--- src/rtl/multicore_mem_arbiter.sv ---
// multicore_mem_arbiter: round-robin arbiter of NUM_CORES core memory ports onto one shared memory; optional ARB_PERF_CNT_EN adds per-core wait counters
module multicore_mem_arbiter #(
  parameter int NUM_CORES = 4,
  parameter int ADDR_W    = 32,
  parameter int DATA_W    = 32
) (
  input  logic                            clk,
  input  logic                            rst_n,
  input  logic [NUM_CORES-1:0]            core_req,
  input  logic [NUM_CORES-1:0]            core_we,
  input  logic [NUM_CORES*ADDR_W-1:0]     core_addr,
  input  logic [NUM_CORES*DATA_W-1:0]     core_wdata,
  input  logic [NUM_CORES*DATA_W/8-1:0]   core_be,
  output logic [NUM_CORES-1:0]            core_done,
  output logic [DATA_W-1:0]               core_rdata,
  output logic                            mem_req,
  output logic                            mem_we,
  output logic [ADDR_W-1:0]               mem_addr,
  output logic [DATA_W-1:0]               mem_wdata,
  output logic [DATA_W/8-1:0]             mem_be,
  input  logic                            mem_ack,
  input  logic [DATA_W-1:0]               mem_rdata
`ifdef ARB_PERF_CNT_EN
  ,
  output logic [NUM_CORES*32-1:0]         perf_wait
`endif
);
  localparam int IW = $clog2(NUM_CORES);
  localparam int BW = DATA_W / 8;
  typedef enum logic [1:0] {IDLE, BUSY, DONE} state_t;
  state_t state;
  logic [IW-1:0] winner, last_grant, pick, idx;
  // round-robin pick: descending scan so the nearest requester after last_grant wins
  always_comb begin
    pick = last_grant;
    idx = '0;
    for (int k = NUM_CORES; k >= 1; k--) begin
      idx = IW'((int'(last_grant) + k) % NUM_CORES);
      if (core_req[idx]) pick = idx;
    end
  end
  // transaction FSM: latch the winner onto the memory port, wait for ack, pulse done
  always_ff @(posedge clk or negedge rst_n) begin
    if (!rst_n) begin
      state      <= IDLE;
      winner     <= '0;
      last_grant <= IW'(NUM_CORES - 1);
      mem_req    <= 1'b0;
      mem_we     <= 1'b0;
      mem_addr   <= '0;
      mem_wdata  <= '0;
      mem_be     <= '0;
      core_done  <= '0;
      core_rdata <= '0;
    end else begin
      core_done <= '0;
      case (state)
        IDLE: if (|core_req) begin
          winner    <= pick;
          mem_we    <= core_we[pick];
          mem_addr  <= core_addr[int'(pick)*ADDR_W +: ADDR_W];
          mem_wdata <= core_wdata[int'(pick)*DATA_W +: DATA_W];
          mem_be    <= core_be[int'(pick)*BW +: BW];
          mem_req   <= 1'b1;
          state     <= BUSY;
        end
        BUSY: if (mem_ack) begin
          core_rdata        <= mem_rdata;
          mem_req           <= 1'b0;
          core_done[winner] <= 1'b1;
          last_grant        <= winner;
          state             <= DONE;
        end
        default: state <= IDLE;
      endcase
    end
  end
`ifdef ARB_PERF_CNT_EN
  for (genvar i = 0; i < NUM_CORES; i++) begin : g_perf
    logic served;
    assign served = (state == IDLE) ? (pick == IW'(i)) : (winner == IW'(i));
    // count cycles a core requests while another core owns (or is being granted) the memory
    always_ff @(posedge clk or negedge rst_n) begin
      if (!rst_n) perf_wait[i*32 +: 32] <= '0;
      else if (core_req[i] && !served && !(&perf_wait[i*32 +: 32])) perf_wait[i*32 +: 32] <= perf_wait[i*32 +: 32] + 32'd1;
    end
  end
`endif
endmodule
--- config.mk ---
export PLATFORM = sky130hd
export DESIGN_NAME = multicore_mem_arbiter
export DESIGN_NICKNAME = d
export VERILOG_FILES = /design/src/rtl/multicore_mem_arbiter.sv
export SDC_FILE = /design/constraint.sdc
export NUM_CORES = 1
export LEC_CHECK = 0
export BUFFER_PORTS_ARGS = -buffer_cell sky130_fd_sc_hd__buf_2
export CAP_MARGIN = 10
export CELL_PAD_IN_SITES_DETAIL_PLACEMENT = 0
export CELL_PAD_IN_SITES_GLOBAL_PLACEMENT = 1
export CORE_MARGIN = 10
export CORE_UTILIZATION = 30
export DETAILED_ROUTE_END_ITERATION = 7
export GPL_TIMING_DRIVEN = 0
export PLACE_DENSITY_LB_ADDON = 0.05
export SLEW_MARGIN = 40
export SYNTH_ARGS = -nofsm -noshare
export SYNTH_HDL_FRONTEND = slang
export SYNTH_SLANG_ARGS = --single-unit
--- constraint.sdc ---
create_clock -name clk -period 2.91 [get_ports clk]
set_clock_uncertainty 0.15 [all_clocks]
set_input_delay 0.4365 -clock clk [delete_from_list [all_inputs] [get_ports clk]]
set_output_delay 0.4365 -clock clk [all_outputs]
set_load 0.005 [all_outputs]
==> results.md, run 1 <==
- Critical path class: flop to flop
- Post-route cell area: between 9000 and 10000 µm²
- WL/cell: ~22 µm
- CP Launch Type: flop
- Max-slew violations: 0
- Via count: between 7000 and 8000
- Vias in the first global route: 7951
- RSZ-0062 raised after global routing: false
- Placed standard-cell area: ~9000 µm²
- Endpoints failing hold: 0
- CTS Sinks: approximately 110
- Share of cells above drive strength 1: 0.399
- Fmax: 374 MHz
- Clock tree buffer depth: 2
- Critical Path Start: last_grant[1]$_DFFE_PN1P_
- Post-synth ARST share: 1.00
- Worst path slowest cell: dfstp_2
- Die Ht: between 150 and 200 µm
- Hold Crit Class: primary input to flop
- Worst hold slack: between 0.1 and 0.15 ns
- Post-route core utilization: 0.433
- GP Congestion: slightly above 0.8
- Largest net degree at the start of global routing: 66
- Register area share after synthesis: 0.427
- Core outline area: 21700 µm²
- Tmin final: ~2.7 ns
- Syn. warnings: 0
- Dominant cells by area after synthesis: dfrtp_1, mux2_1, nand2_1, a41oi_1, o211ai_1
- Syn-to-layout area delta: 42.9%
- Postcts setup bufs: 0
- Routed Antenna Nets: 0
- I/O pins: about 420
- Fin Setup TNS: 0 ns
- Most used DFF post-synth: dfrtp_1
- Most common library cells after synthesis: nand2_1, dfrtp_1, nor2_1
- Post-synth EDFFs: 0
- Final Non-Filler Cells: roughly 1500
- Dpl hpwl: around 26 mm
- # rows: between 50 and 60
- Avg Inst Size Synth: roughly 9 µm²
- Worst slew pin tran: ~0.74 ns
- CTS tree: yes
- Clock Root Buffer: clkbuf_16
- Leak Pwr: about 4.5 nW
- Vias per Instance: around 5.1
- Mapped Area: roughly 6600 µm²
- Final setup violation count: 0
- Clk_lat worst skew: between 0.3 and 0.4 ns
- Global route overflow: 0
- Die width: approximately 170 µm
- First-pass GRT wire length: between 40 and 50 mm
- PD cells: between 900 and 1000 nW/µm²
- Leading area contributor after synthesis: dfrtp_1
- Initial cell density of the core: 0.303
- Antenna violations before repair: 12
- Total CTS buffers: 9
- MaxCap Viol Count: 0
- PortBufs: 420
- Remaining DRCs: 0
- Final net count: approximately 1500
- Total GRT Usage: 0.215
- RR Startpoint: last_grant[1]$_DFFE_PN1P_
- Slew margin rel.: 0.508
- Critical path's largest stage delay: ~0.52 ns
- Post-synth net total: 1045
- Synth cell types: 33
- Worst vdd ir: about 370 µV
- Gate Count Post-Synth: 730
- Most numerous cell in the Yosys netlist: nand2_1
- Hold path start: mem_rdata[3]
- Worst Path Required: about 3.0 ns
- Initial DRC count: 300
- CP Max Fanout: 10
- Total wire length: roughly 32 mm
- Reg clk slew, reported paths: approximately 0.080 ns
- Placed instance count: around 1400
- Part of the cycle the worst path needs: 0.919
- H-tree levels: 3
- CP Cell Sequence: buf_4, mux2i_1, a21oi_1, nand2_1, buf_2, buf_2, o211ai_1, a31oi_1
- Die area: approximately 28000 µm²
- Initial DRT Pass Iterations: 4
- Arrival @ worst endpoint: approximately 2.8 ns
- Yosys top cell area share: 0.419
- Worst setup EP type: flop
- Outcome: complete, no violations
- CP most frequent cell: buf_2
- Number of synthesized register bits: between 100 and 150
## layout by cell type (no fill, tap or decap), drive strengths merged, types with 2 or more instances in the layout
cell	netlist	final
buf	22	444
nand2	180	180
dfrtp	110	110
nor2	69	69
a41oi	67	67
o211ai	67	67
a31oi	67	67
mux2	67	67
clkbuf	51	60
diode	0	9
mux2i	6	6
inv	1	5
clkinv	1	3
a21oi	2	2
or3	2	2
o221ai	2	2
o21ai	2	2
dfstp	2	2
nor3	2	2
## path summary, 6_finish.rpt
kind	end	slack (ns)	cells past startpoint
min reg2reg	core_rdata[3]$_DFFE_PN0P_	0.32	2
max reg2reg	mem_wdata[22]$_DFFE_PN0P_	0.24	8
max in group asynchronous	last_grant[0]$_DFFE_PN1P_	1.51	3
min in group asynchronous	core_rdata[9]$_DFFE_PN0P_	0.40	2
min	core_rdata[3]$_DFFE_PN0P_	0.11	3
max	mem_wdata[22]$_DFFE_PN0P_	0.24	8
## cells by family (layout without fill, tap and decap cells)
group                  count (synthesis)  count (layout)  synth area share
AO/OA/AOI/OAI                        210             210             0.243
buffers and inverters                 75             514            0.0535
flip-flops                           112             112             0.427
multiplexers                          73              73             0.124
other                                  0               9                 0
AND/OR/NAND/NOR                      260             260             0.153
## registers in the layout (all words and copies together), names as in the netlist
| name | count |
|---|---|
| mem_we | 1 |
| mem_wdata | 32 |
| mem_be | 4 |
| mem_req | 1 |
| last_grant | 2 |
| mem_addr | 32 |
| core_done | 4 |
| core_rdata | 32 |
| winner | 2 |
| state | 2 |
## power by group
part | leakage (nW) | switching [mW] | total (mW) | internal, mW
logic | 3.02 | 3.03 | 5.03 | 2.00
clock network | 0.140 | 0.656 | 1.26 | 0.602
registers | 1.30 | 0.384 | 2.71 | 2.32
total | 4.46 | 4.07 | 8.99 | 4.92
## cell type report
class / count / area, µm²
fillers: 2312 / 12300
multi-input cells: 543 / 3420
clock buffers: 9 / 225
repair buffers: 423 / 2160
plain buffers: 73 / 345
flip-flops and latches: 112 / 2810
well taps: 280 / 350
clock inverters: 7 / 61.3
diodes: 9 / 22.5
inverters: 2 / 7.51
## per-stage QoR
| step | setup slack [ns] | power [mW] |
|---|---|---|
| finish | 0.235 | 8.99 |
| detailed placement | 0.111 | 7.81 |
| global route | 0.0451 | 9.74 |
| global placement | -0.410 | 7.79 |
| CTS | 0.106 | 9.11 |
| floorplan | 0.701 | 5.62 |
## worst max-delay path: cells and delay by family, from the launching register on
kind,cells,cell delay (ns)
AOI/OAI and AO/OA,3,0.61
buffers and inverters,3,0.77
DFF,1,0.52
muxes,1,0.36
and+or+nand+nor,1,0.18
## metal layers
| layer | track usage | part of all wire | vias to the layer above |
|---|---|---|---|
| met5 | 0 | 0.0019 | - |
| met4 | 0.0594 | 0.019 | 10 |
| met3 | 0.0719 | 0.088 | 42 |
| met2 | 0.365 | 0.49 | 297 |
| met1 | 0.252 | 0.40 | 3524 |
| li1 | - | - | 3590 |
## timing repair
item,CTS,global route
resized for setup,0,2
setup endpoints to repair,0,20
hold buffers,1,0
hold endpoints to repair,47,0
(Power assumes the default switching activity.)
==> inputs of run 2 (changes only) <==
CTS_BUF_LIST = sky130_fd_sc_hd__clkbuf_16   (was not set)
SETUP_SLACK_MARGIN = 0.2   (was not set)
==> run 2 against run 1 <==
Via count decreased by 0.82%. Clock-buffer cell count unchanged. Non-clock buffer count unchanged. Worst setup slack improved by 0.073 ns. Global-route usage unchanged. Final cell count about the same. Combinational power about the same. First-iteration DRC count increased by 8.3%. Maximum frequency increased by 2.8%. Die area unchanged. Utilization increased by 0.11 points. Critical path depth decreased by 2.
==> results.md, run 2 (synthesis gave the netlist of run 1 again) <==
- Leak Pwr: between 4 and 5 nW
- Total CTS buffers: 9
- Part of the cycle the worst path needs: 0.894
- Sequential share of power: 0.300
- I/O pins: ~420
- Final net count: 1479
- Die Ht: 168 µm
- Die width: about 170 µm
- Dpl ws: roughly 0.11 ns
- Endpoints failing hold: 0
- RSZ-0062 raised after global routing: true
- CTS Sinks: 112
- Postcts setup bufs: 0
- Routed Antenna Nets: 0
- Clock tree buffer depth: 2
- Final setup violation count: 0
- Vias per Instance: ~5
- Worst R2R Setup Slack: approximately 0.31 ns
- Int Power: between 4 and 5 mW
- Worst vdd ir: approximately 370 µV
- Global route overflow: 0
- Worst slew pin tran: 0.607 ns
- Commonest non-fill, non-tap cell in the layout: buf_2
- Worst Path Required: roughly 3.0 ns
- PortBufs: 420
- Antenna violations before repair: 12
- Switch Pwr: 4.07 mW
- Dpl hpwl: between 20 and 30 mm
- # rows: 54
- Hold Crit Class: primary input to flop
- Fin Setup TNS: 0 ns
- Met3 WL: roughly 2.7 mm
- PD cells: about 960 nW/µm²
- Fmax: between 300 and 400 MHz
- Tmin final: between 2 and 3 ns
- CTS tree: yes
- Slew margin rel.: 0.593
- Via count: around 7400
- Tot Pwr: 9.01 mW
- Share of cells above drive strength 1: 0.410
- Reg clk slew, reported paths: approximately 0.08 ns
- Remaining DRCs: 0
- First-pass GRT wire length: about 48 mm
- Syn-to-layout area delta: 43.3%
- Clock power share: 0.140
- Met1 wire length: approximately 13 mm
- Worst hold slack: 0.107 ns
- Total GRT Usage: 0.215
- CP Launch Type: flop
- Total wire length: around 32 mm
- Largest registers: core_rdata (32), mem_addr (32), mem_wdata (32)
- Die area: between 20000 and 30000 µm²
- Initial cell density of the core: 0.303
- Sw frac: 0.452
- Commonest cells after routing, fill and taps aside: buf_2, nand2_1, dfrtp_1, nor2_1
- Largest net degree at the start of global routing: 66
- Placed instance count: between 1000 and 1500
- Clock Root Buffer: clkbuf_16
- Clk_lat worst skew: around 0.36 ns
- Post-route core utilization: 0.434
- Outcome: complete, no violations
- Routed wl met2: 15.9 mm
- Worst setup EP type: flop
- Max-slew violations: 0
- Final Non-Filler Cells: approximately 1500
- MaxCap Viol Count: 0
- Core outline area: roughly 22000 µm²
- GP Congestion: between 0.8 and 0.9
- WL/cell: about 22 µm
- Gate power share: 0.560
- Post-route cell area: between 9000 and 10000 µm²
- Initial DRT Pass Iterations: 5
- Placed standard-cell area: a little over 9000 µm²
- Critical path class: flop to flop
- Vias in the first global route: about 8000
- H-tree levels: 3
- Initial DRC count: between 300 and 400
- Setup WS post-layout: between 0.3 and 0.4 ns
- Arrival @ worst endpoint: approximately 2.7 ns
- Top sig layer: met5
- CP Max Fanout: 10
==> run 2: cell types whose count changed in the layout (fill, tap and decap cells not counted), moves of 2 or more <==
| cell | previous run | this run |
|---|---|---|
| clkbuf_2 | 1 | 10 |
| clkbuf_1 | 50 | 43 |
| mux2i_1 | 6 | 4 |
| mux2i_2 | 0 | 2 |
| buf_1 | 3 | 1 |
==> run 2: power by group through the flow <==
| stage | clock network, mW | logic (mW) | registers (mW) |
|---|---|---|---|
| 2_1_floorplan | 0 | 2.83 | 2.78 |
| 3_3_place_gp | 0 | 5.09 | 2.70 |
| 3_5_place_dp | 0 | 5.09 | 2.73 |
| 4_1_cts | 1.30 | 5.10 | 2.70 |
| 5_1_grt | 1.36 | 5.60 | 2.80 |
| 6_report | 1.26 | 5.04 | 2.71 |
==> run 2: layout make-up <==
| class | count | area, µm² |
|---|---|---|
| clock buffers | 9 | 225 |
| plain buffers | 73 | 359 |
| flip-flops and latches | 112 | 2810 |
| diodes | 8 | 20.0 |
| well taps | 280 | 350 |
| fillers | 2312 | 12300 |
| repair buffers | 423 | 2160 |
| inverters | 2 | 7.51 |
| clock inverters | 7 | 61.3 |
| multi-input cells | 543 | 3430 |
==> run 2: routing by layer <==
metal	track usage	vias to the layer above
li1	-	3590
met1	0.252	3479
met2	0.365	283
met3	0.0719	40
met4	0.0594	10
met5	0	-
==> run 2: worst max-delay path: stages, from the launching register on <==
cell,delay (ns)
dfstp_2,0.60
and3b_1,0.22
o31ai_2,0.53
buf_2,0.37
buf_2,0.30
a41oi_1,0.15
a31oi_1,0.21
==> run 2: worst paths after layout <==
path	start	to	cells after the start
setup / recovery	last_grant[0]$_DFFE_PN1P_	mem_wdata[22]$_DFFE_PN0P_	6
hold / removal	mem_rdata[3]	core_rdata[3]$_DFFE_PN0P_	3
setup reg to reg	last_grant[0]$_DFFE_PN1P_	mem_wdata[22]$_DFFE_PN0P_	6
hold reg to reg	core_rdata[3]$_DFFE_PN0P_	core_rdata[3]$_DFFE_PN0P_	2
max in group asynchronous	rst_n	last_grant[0]$_DFFE_PN1P_	3
min in group asynchronous	rst_n	core_rdata[9]$_DFFE_PN0P_	2
==> run 2: timing repair <==
action / CTS / global route
gates resized for setup: 1 / 20
pin swaps: 0 / 0
endpoints found under the setup margin: 20 / 41
hold buffers: 1 / 0
endpoints found under the hold margin: 47 / 0
==> inputs of run 3 (changes only) <==
CELL_PAD_IN_SITES_DETAIL_PLACEMENT = not set   (was 0)
CELL_PAD_IN_SITES_GLOBAL_PLACEMENT = not set   (was 1)
CORE_AREA = 10 10 155 157   (was not set)
CORE_MARGIN = not set   (was 10)
CORE_UTILIZATION = not set   (was 30)
DIE_AREA = 0 0 165 167   (was not set)
==> run 3 against run 2 <==
Largest cell class unchanged. Register-to-register slack improved by 0.02 ns. Critical path depth grew 1. Sequential share of layout area down 0.12 points. Wire length is 0.33% lower. Utilization up 2.0 points. Global-route usage up 0.73 points. Via count rose by 0.58%. Sequential power barely moved. Sequential cell count unchanged.
==> results.md, run 3 (synthesis gave the netlist of run 1 again) <==
- Outcome: complete, no violations
- Endpoints failing hold: 0
- Reg clk slew, reported paths: approximately 0.090 ns
- Switch Pwr: 4.11 mW
- Critical path class: flop to flop
- CP Max Fanout: 10
- PortBufs: 420
- CP Launch Type: flop
- Final net count: around 1500
- WL/cell: ~22 µm
- Part of the cycle the worst path needs: 0.888
- PD cells: just under 1000 nW/µm²
- Post-route core utilization: 0.454
- Vias per Instance: ~5.1
- Postcts setup bufs: 0
- Hold Crit Class: primary input to flop
- Worst slew pin tran: around 0.72 ns
- I/O pins: 421
- Syn-to-layout area delta: 43.9%
- Total wire length: approximately 32 mm
- Via count: roughly 7400
- Critical Path End: mem_addr[2]$_DFFE_PN0P_
- # rows: 53
- RR Startpoint: last_grant[0]$_DFFE_PN1P_
- Tot Pwr: 9.15 mW
- Worst setup EP type: flop
- Sw frac: 0.449
- Routed Antenna Nets: 0
- Commonest cells after routing, fill and taps aside: buf_2, nand2_1, dfrtp_1, nor2_1
- Leak Pwr: between 4 and 5 nW
- Initial DRC count: 504
- Min-Delay Path Depth: 3
- Die width: ~170 µm
- Clock tree buffer depth: 2
- Worst path bufs/invs: 2
- R2R depth: 7
- CTS Sinks: between 100 and 150
- Worst R2R Setup Slack: between 0.3 and 0.4 ns
- Worst Path Required: between 3 and 4 ns
- Final setup violation count: 0
- H-tree levels: 3
- First-pass GRT wire length: between 40 and 50 mm
- Top delay family on crit path: compound AO/OA/AOI/OAI gates
- Vias in the first global route: between 7000 and 8000
- Critical Path Start: last_grant[0]$_DFFE_PN1P_
- Int Power: between 5 and 6 mW
- CTS tree: yes
- Clk_lat worst skew: between 0.3 and 0.4 ns
- Worst vdd ir: ~320 µV
- Largest registers: core_rdata (32), mem_addr (32), mem_wdata (32)
- Worst r2r dst: mem_addr[2]$_DFFE_PN0P_
- Die Ht: approximately 170 µm
- Critical path's largest stage delay: approximately 0.60 ns
- Core outline area: between 20000 and 25000 µm²
- Commonest non-fill, non-tap cell in the layout: buf_2
- Antenna violations before repair: 6
- Remaining DRCs: 0
- Share of cells above drive strength 1: 0.409
- Max-slew violations: 0
- Largest net degree at the start of global routing: 65
- Clock power share: 0.154
- CP Cell Sequence: and3b_1, o31a_1, clkbuf_1, nand2_2, buf_1, o211ai_1, a31oi_1
- Total GRT Usage: 0.222
- Initial DRT Pass Iterations: 5
- Global route overflow: 0
- Critical path depth: 7
- Gate power share: 0.551
- Die area: about 28000 µm²
- Worst path slowest cell: dfstp_2
- GP Congestion: 0.867
- Dpl hpwl: about 26 mm
- Sequential share of power: 0.295
- Total CTS buffers: 9
- RSZ-0062 raised after global routing: true
- Fin Setup TNS: 0 ns
- Initial cell density of the core: 0.316
- Tmin final: around 2.6 ns
- Fillcell total: 2195
- Clock Root Buffer: clkbuf_16
- Arrival @ worst endpoint: about 2.7 ns
- Slew margin rel.: 0.523
- Fmax: between 300 and 400 MHz
- MaxCap Viol Count: 0
run 3: changes by cell type in the layout (fill, tap and decap cells not counted), sizes merged:
cell / previous run / this run
diode: 8 / 4
buf: 441 / 444
clkbuf: 63 / 60
inv: 5 / 3
bufinv: 0 / 1
clkinv: 3 / 4
run 3: per-layer routing:
layer / global-route usage / vias to the layer above / share of wire
li1: - / 3587 / -
met3: 0.0700 / 29 / 0.088
met2: 0.382 / 298 / 0.51
met4: 0.0605 / 4 / 0.014
met5: 0 / - / 0.0010
met1: 0.257 / 3527 / 0.39
run 3: layout make-up:
class	instances	area, µm²	area share
antenna	4	10.0	0.00106
buffer	73	355	0.0376
clock buffer	9	225	0.0238
clock inverter	7	109	0.0115
inverter	2	7.51	0.000794
multi-input combinational	543	3440	0.364
sequential	112	2810	0.297
tap	275	344	0.0364
timing repair buffer	423	2160	0.228
run 3: worst min path at each step:
stage	startpoint	to	slack, ns
finish	mem_rdata[2]	core_rdata[2]$_DFFE_PN0P_	0.09
global route	mem_rdata[4]	core_rdata[4]$_DFFE_PN0P_	0.09
CTS	mem_rdata[4]	core_rdata[4]$_DFFE_PN0P_	0.08
detailed placement	rst_n	core_rdata[11]$_DFFE_PN0P_	0.27
global placement	core_rdata[10]$_DFFE_PN0P_	core_rdata[10]$_DFFE_PN0P_	0.30
floorplan	rst_n	core_done[0]$_DFF_PN0_	-0.009
run 3: repair_timing:
item,in CTS,in global routing
endpoints found under the hold margin,61,0
endpoints found under the setup margin,29,32
gates resized for setup,3,16
hold buffers,1,0
run 3: stage by stage:
step           setup WS [ns]  instance area, µm²  hold slack, ns  instances
6_report               0.327                9460          0.0946       1448
5_1_grt                0.153                9460          0.0894       1448
4_1_cts                0.228                9420          0.0821       1444
3_5_place_dp           0.124                9070           0.274       1427
3_3_place_gp          -0.353                9020           0.304       1425
2_1_floorplan          0.701                6570        -0.00909        730
run 3: tightest hold or removal path, cell delays in order:
cell	delay (ns)
buf_2	0.07
nand2_1	0.04
nand2_1	0.04
run 3: power by group through the flow:
stage,logic [mW],registers (mW),clock network (mW)
after floorplan,2.83,2.78,0
after global placement,5.05,2.70,0
after detailed placement,5.08,2.72,0
after CTS,5.10,2.70,1.44
after global routing,5.59,2.81,1.50
final,5.04,2.70,1.41
